**config.mk**
```make
export PLATFORM = sky130hd
export DESIGN_NAME = serial_sub_ctrl
export DESIGN_NICKNAME = d
export VERILOG_FILES = /design/src/rtl/serial_sub_ctrl.sv
export SDC_FILE = /design/constraint.sdc
export NUM_CORES = 1
export LEC_CHECK = 0
export BUFFER_PORTS_ARGS = -buffer_cell sky130_fd_sc_hd__buf_2
export CAP_MARGIN = 20
export CORE_AREA = 3 3 51 87
export CTS_CLUSTER_DIAMETER = 50
export DETAILED_ROUTE_END_ITERATION = 10
export DIE_AREA = 0 0 54 90
export PLACE_DENSITY = 0.71
export SYNTH_ARGS = -nofsm -noshare
export SYNTH_HDL_FRONTEND = slang
export SYNTH_SLANG_ARGS = --single-unit
```
**constraint.sdc**
```tcl
create_clock -name clk -period 2.1 [get_ports clk]
set_clock_uncertainty 0.1 [all_clocks]
set_input_delay 0.105 -clock clk [delete_from_list [all_inputs] [get_ports clk]]
set_output_delay 0.105 -clock clk [all_outputs]
set_load 0.02 [all_outputs]
```
**src/rtl/serial_sub_ctrl.sv**
```systemverilog
// Bit-serial A - B controller: one full-subtractor cell and a borrow flop walk
// the operands LSB first, with a start/busy/done handshake around the datapath.
module serial_sub_ctrl #(
  parameter int WIDTH = 8
) (
  input  logic             clk,
  input  logic             rst_n,
  input  logic             start,
  input  logic [WIDTH-1:0] a_in,
  input  logic [WIDTH-1:0] b_in,
  output logic             busy,
  output logic             done,
  output logic [WIDTH-1:0] diff_out,
  output logic             borrow_out
);

  localparam int CW = $clog2(WIDTH + 1);
  localparam logic [CW-1:0] CNT_LAST = CW'(WIDTH - 1);

  localparam logic [1:0] ST_IDLE = 2'd0;
  localparam logic [1:0] ST_RUN  = 2'd1;
  localparam logic [1:0] ST_DONE = 2'd2;

  // Returns {borrow, difference} of x - y.
  function automatic logic [1:0] half_sub(input logic x, input logic y);
    return {~x & y, x ^ y};
  endfunction

  // Two half-subtractor stages with their borrows ORed: {borrow_out, difference}.
  function automatic logic [1:0] full_sub(input logic x, input logic y, input logic bin);
    logic [1:0] h1;
    logic [1:0] h2;
    h1 = half_sub(x, y);
    h2 = half_sub(h1[0], bin);
    return {h1[1] | h2[1], h2[0]};
  endfunction

  logic [1:0]       state_r;
  logic [WIDTH-1:0] a_sr_r;
  logic [WIDTH-1:0] b_sr_r;
  logic [WIDTH-1:0] res_r;
  logic             bor_r;
  logic [CW-1:0]    cnt_r;
  logic             busy_r;
  logic             done_r;
  logic [WIDTH-1:0] diff_r;
  logic             borrow_r;

  logic [1:0]       cell_s;
  logic [WIDTH-1:0] res_nxt_s;
  logic             last_s;

  // Bit cell on the current LSBs and the result word with the new bit at the MSB.
  always_comb begin
    cell_s    = full_sub(a_sr_r[0], b_sr_r[0], bor_r);
    res_nxt_s = (res_r >> 1) | (WIDTH'(cell_s[0]) << (WIDTH - 1));
    last_s    = (cnt_r == CNT_LAST);
  end

  // Control FSM, operand shifters, borrow flop and registered results.
  always_ff @(posedge clk or negedge rst_n) begin
    if (!rst_n) begin
      state_r  <= ST_IDLE;
      a_sr_r   <= '0;
      b_sr_r   <= '0;
      res_r    <= '0;
      bor_r    <= 1'b0;
      cnt_r    <= '0;
      busy_r   <= 1'b0;
      done_r   <= 1'b0;
      diff_r   <= '0;
      borrow_r <= 1'b0;
    end else begin
      case (state_r)
        ST_IDLE: begin
          done_r <= 1'b0;
          if (start) begin
            a_sr_r  <= a_in;
            b_sr_r  <= b_in;
            bor_r   <= 1'b0;
            cnt_r   <= '0;
            busy_r  <= 1'b1;
            state_r <= ST_RUN;
          end else begin
            busy_r  <= 1'b0;
            state_r <= ST_IDLE;
          end
        end
        ST_RUN: begin
          a_sr_r <= a_sr_r >> 1;
          b_sr_r <= b_sr_r >> 1;
          res_r  <= res_nxt_s;
          bor_r  <= cell_s[1];
          cnt_r  <= cnt_r + CW'(1);
          if (last_s) begin
            diff_r   <= res_nxt_s;
            borrow_r <= cell_s[1];
            busy_r   <= 1'b0;
            done_r   <= 1'b1;
            state_r  <= ST_DONE;
          end else begin
            busy_r  <= 1'b1;
            done_r  <= 1'b0;
            state_r <= ST_RUN;
          end
        end
        ST_DONE: begin
          busy_r  <= 1'b0;
          done_r  <= 1'b0;
          state_r <= ST_IDLE;
        end
        default: begin
          busy_r  <= 1'b0;
          done_r  <= 1'b0;
          state_r <= ST_IDLE;
        end
      endcase
    end
  end

  assign busy       = busy_r;
  assign done       = done_r;
  assign diff_out   = diff_r;
  assign borrow_out = borrow_r;

endmodule

```
* Word-level counts from Yosys, hierarchy flattened
Cells that the tools add are included.
** Storage, ports and cells
- Register bits :: 42
- Output and inout port bits :: 11
- Word-level logic and storage cells :: 42
- Bits of input ports :: 19
** Operators by class
- Mux-type cells :: 16
- Add/subtract/negate cells :: 1
- Eq/ne operators :: 3
- Reductions and logical operators :: 4
- Bitwise operators :: 8
** Operators by type and width (count)
- 8-bit case mux with 2 select lines :: 2
- 8-bit two-way mux :: 2
- 7-bit by 8-bit OR with 8-bit output :: 1
- 4-bit case mux with 2 select lines :: 1
- 1-bit two-way mux :: 6
- 4-bit by 1-bit adder with 4-bit output (second input constant) :: 1
- 4-bit by 3-bit == test with 1-bit output (second input constant) :: 1
- 4-bit two-way mux :: 1
- 1-bit case mux with 2 select lines :: 2
- 2-bit case mux with 2 select lines :: 1
- 2-bit AND reduction :: 2
- 1-bit AND :: 2
- 2-bit by 1-bit == test with 1-bit output (second input constant) :: 1
- 2-bit logical NOT :: 1
- 2-bit two-way mux :: 1
- 2-bit inequality test (second input constant) :: 1
- 1-bit inverter :: 2
- 2-bit nonzero test :: 1
- 1-bit XOR :: 2
- 1-bit OR :: 1

* Depth between registers and ports, before layout
- Word-level depth :: 5
- Gate-level depth with buffers :: 5
- Depth with buffers taken out :: 4

* Worst setup path after synthesis
OpenSTA, ideal clock, no wires.
- Kind :: register to register
- Start point :: reg cnt_r[0]
- End point :: reg diff_r[0] (netlist: diff_out[0])
- Path buffers :: 0
- Arrival :: 1353 ps
- Period minus slack after synthesis :: 1578 ps
- Cell stages (with the launch flop) :: 5
- Slack :: 522 ps
- Path through :: dfrtp_1 > ha_1 > nand2_2 > nor3_4 > mux2_2
** Between the ends
- Word-level cells in the longest chain between the ends :: 2
** RTL lines
- start, declared :: RTL line 43 : logic [CW-1:0] cnt_r;
- start signal, assigned :: RTL line 94 : cnt_r <= cnt_r + CW'(1);
- 4-bit by 3-bit == test with 1-bit output :: RTL line 57 : last_s = (cnt_r == CNT_LAST);
- 2-bit AND reduction (no source line)
- end signal, assigned :: RTL line 96 : diff_r <= res_nxt_s;
- end, declared :: RTL line 46 : logic [WIDTH-1:0] diff_r;
No other way between the ends.
A chain may end at the register's enable or synchronous reset.

* Final worst setup path
- Start point :: reg cnt_r[0]
- End point :: reg diff_r[6] (netlist: diff_out[6])
Same word-level chain as after synthesis.

==> run_results.csv <==
group,metric,value,unit
floorplan,num_io_pins,30,
timing,finalHoldViolations,0,
placed_design,dp_cells,230,
routing,viasPerCell,5.34,
floorplan,initial_utilization,45.1,%
floorplan,rows,29,
global_route,grt_pass1_vias,1287,
cells_and_area,layoutNonFillerInstCount,238,
yosys,synth_cell_types,23,
routing,drc,0,
timing,fin_setup_tns,0,ps
floorplan,die_w,54,um
setup_path,crit_chain,"ha_1, nand2_2, nor3_4, mux2_2",
timing,fmax,0.574,GHz
placed_design,dpl_worst_slack,342,ps
routing,drt_iter0_drc,24,
floorplan,die_y,90,um
clocking,cts_buffer_depth,2,
placed_design,dp_hpwl,2510,um
setup_path,required,2160,ps
yosys,synth.avg_cell_area,10.5,um^2
global_route,grt_use_total,16.3,%
clocking,cts_resized,0,
global_route,grt_pass1_wl,5890,um
placed_design,gp_congestion,0.801,
yosys,synth_area,0.00169,mm^2
setup_path,critPathMaxFanout,10,
timing,whs,12.2,ps
routing,firstDrtPassIters,4,
global_route,grt_max_degree,40,
clocking,cts.clk_slew.worst_paths,70,ps
run_status,outcome,"complete, no violations",
yosys,ys_ff_latch,39,
flow_run,max_cap_violations,0,
setup_path,cp-end-kind,"flop",
yosys,synth-seq-area-share,57.9,%
clocking,clock_latency,280,ps
yosys,synthCells,160,
cells_and_area,layout_common_cells,"39 x dfrtp_1, 34 x nand2_1, 29 x buf_2, 18 x o21ai_0, 14 x a22oi_1",
cells_and_area,layout-drive-gt1-share,25.5,%
setup_path,cpMaxStageDelayCell,"nor3_4",
clocking,cts.sinks,39,
setup_path,worst_setup_path_start_kind,"flop",
clocking,cts_tree,"done",
timing,worst_slack,359,ps
timing,maxSlewHeadroom,44.7,%
routing,routed_wirelength,3530,um
timing,setup_violations,0,
cells_and_area,mostFrequentLayoutCell,"dfrtp_1",
pwr,p_per_area,1480,mW/mm^2
routing,route.detailed.wl_per_inst,14.8,um
timing,worstMarginPinSlew,830,ps
timing,slew_violations,0,
clocking,htreeDepth,2,
timing,post-route-period-util,82.9,%
global_route,antenna_found_initial,0,
yosys,ys.warnings.count,0,
floorplan,core,0.00374,mm^2
worst_hold_path,worst_hold_path_type,"in -> reg",
clocking,postCtsSetupRepairBufs,0,
setup_path,arrival,1800,ps
yosys,syn-num-nets,181,
setup_path,cpPeakStageDelay,430,ps
cells_and_area,design.final.nets,214,
clocking,cts_root_buffer,"clkbuf_8",
routing,ant_nets,0,
cells_and_area,num-fill-cells,359,
timing,rsz0062_at_grt,"false",
placed_design,io_buffers,29,
clocking,cts_buffers,5,
global_route,gr-total-overflow,0,
setup_path,crit_type,"reg -> reg",
cells_and_area,antennaDiodeCount,0,
pwr,vdd_ir_drop_max,0.877,mV
cells_and_area,area_growth,17.1,%
timing,period_needed,1740,ps
floorplan,dieArea,0.00486,mm^2
pwr,p_leak,0.000939,uW
routing,vias,1271,
-- kinds of logic after synthesis --
logic type / Yosys count / synth area share, %
compound gates: 43 / 15.7
simple gates: 52 / 14.3
mux: 10 / 6.53
buf+inv: 14 / 3.56
flops: 39 / 57.9
fa+ha+maj: 2 / 1.93
-- sequential cells by signal, indices dropped and copies added (netlist names) --
register	cells
borrow_out	1
b_sr_r	8
done	1
cnt_r	4
state_r	1
a_sr_r	8
res_r	7
bor_r	1
diff_out	8
-- worst max-delay path, delay by kind of cell, from the launching register on --
| kind | cells | cell delay [ps] |
|---|---|---|
| adder cells (fa/ha/maj) | 1 | 220 |
| AND/OR/NAND/NOR | 2 | 520 |
| flip-flops | 1 | 390 |
| multiplexers | 1 | 400 |
-- worst paths after layout --
path / startpoint / end / slack (ps) / cells past startpoint
min in group asynchronous: rst_n / a_sr_r[3] / 350 / 2
worst max register to register: cnt_r[0] / diff_out[6] / 360 / 4
worst min-delay path: b_in[4] / b_sr_r[4] / 10 / 3
worst max-delay path: cnt_r[0] / diff_out[6] / 360 / 4
worst min register to register: res_r[1] / res_r[1] / 380 / 2
max in group asynchronous: rst_n / done / 1010 / 2
-- report_power, final --
part	internal, uW	total (uW)	switching (uW)
registers	1080	1310	232
logic	484	1170	682
clock network	221	450	229
-- Yosys cell counts --
cell type  number  area (um^2)
or3_1           1         6.26
inv_1           4         15.0
a22oi_1        14          105
nand2_2         1         6.26
o21bai_1        1         7.51
o21ai_0        18         90.1
fa_1            1         20.0
a32o_1          1         10.0
buf_2           6         30.0
mux2_2          8         90.1
nand2b_1        1         6.26
clkbuf_1        4         15.0
a2bb2oi_1       1         8.76
nand2_1        34          128
nor3_4          1         16.3
dfrtp_1        39          976
a21oi_1         7         35.0
a22o_1          1         8.76
nor2_1          2         7.51
nand3_1         3         15.0
mux2i_1         2         20.0
ha_1            1         12.5
nor2b_1         9         56.3
-- routing by layer --
| layer | global-route usage [%] | up-vias | part of all wire, % |
|---|---|---|---|
| li1 | - | 607 | - |
| met1 | 21.0 | 629 | 41 |
| met2 | 25.6 | 31 | 52 |
| met3 | 4.30 | 4 | 5.0 |
| met4 | 5.82 | 0 | 1.4 |
| met5 | 0 | - | 0 |
-- metrics by stage --
step	cell area [um^2]	utilization (%)	total power [uW]
finish	1970	52.8	2920
global route	1970	52.8	3160
CTS	1970	52.8	2960
detailed placement	1880	50.3	2500
global placement	1880	50.3	2430
floorplan	1690	-	2100
-- layout make-up --
type / instances / area, um^2 / share of cell area (%)
tap: 46 / 57.6 / 2.92
timing repair buffer: 36 / 203 / 10.3
sequential: 39 / 976 / 49.5
clock buffer: 6 / 72.6 / 3.68
inverter: 4 / 15.0 / 0.761
multi-input combinational: 107 / 649 / 32.9
-- timing repair --
item,in CTS,in global routing
endpoints found under the setup margin,0,0
hold endpoints to repair,40,0
hold buffers,2,0
Note: power is estimated with default switching activity, not from simulation.
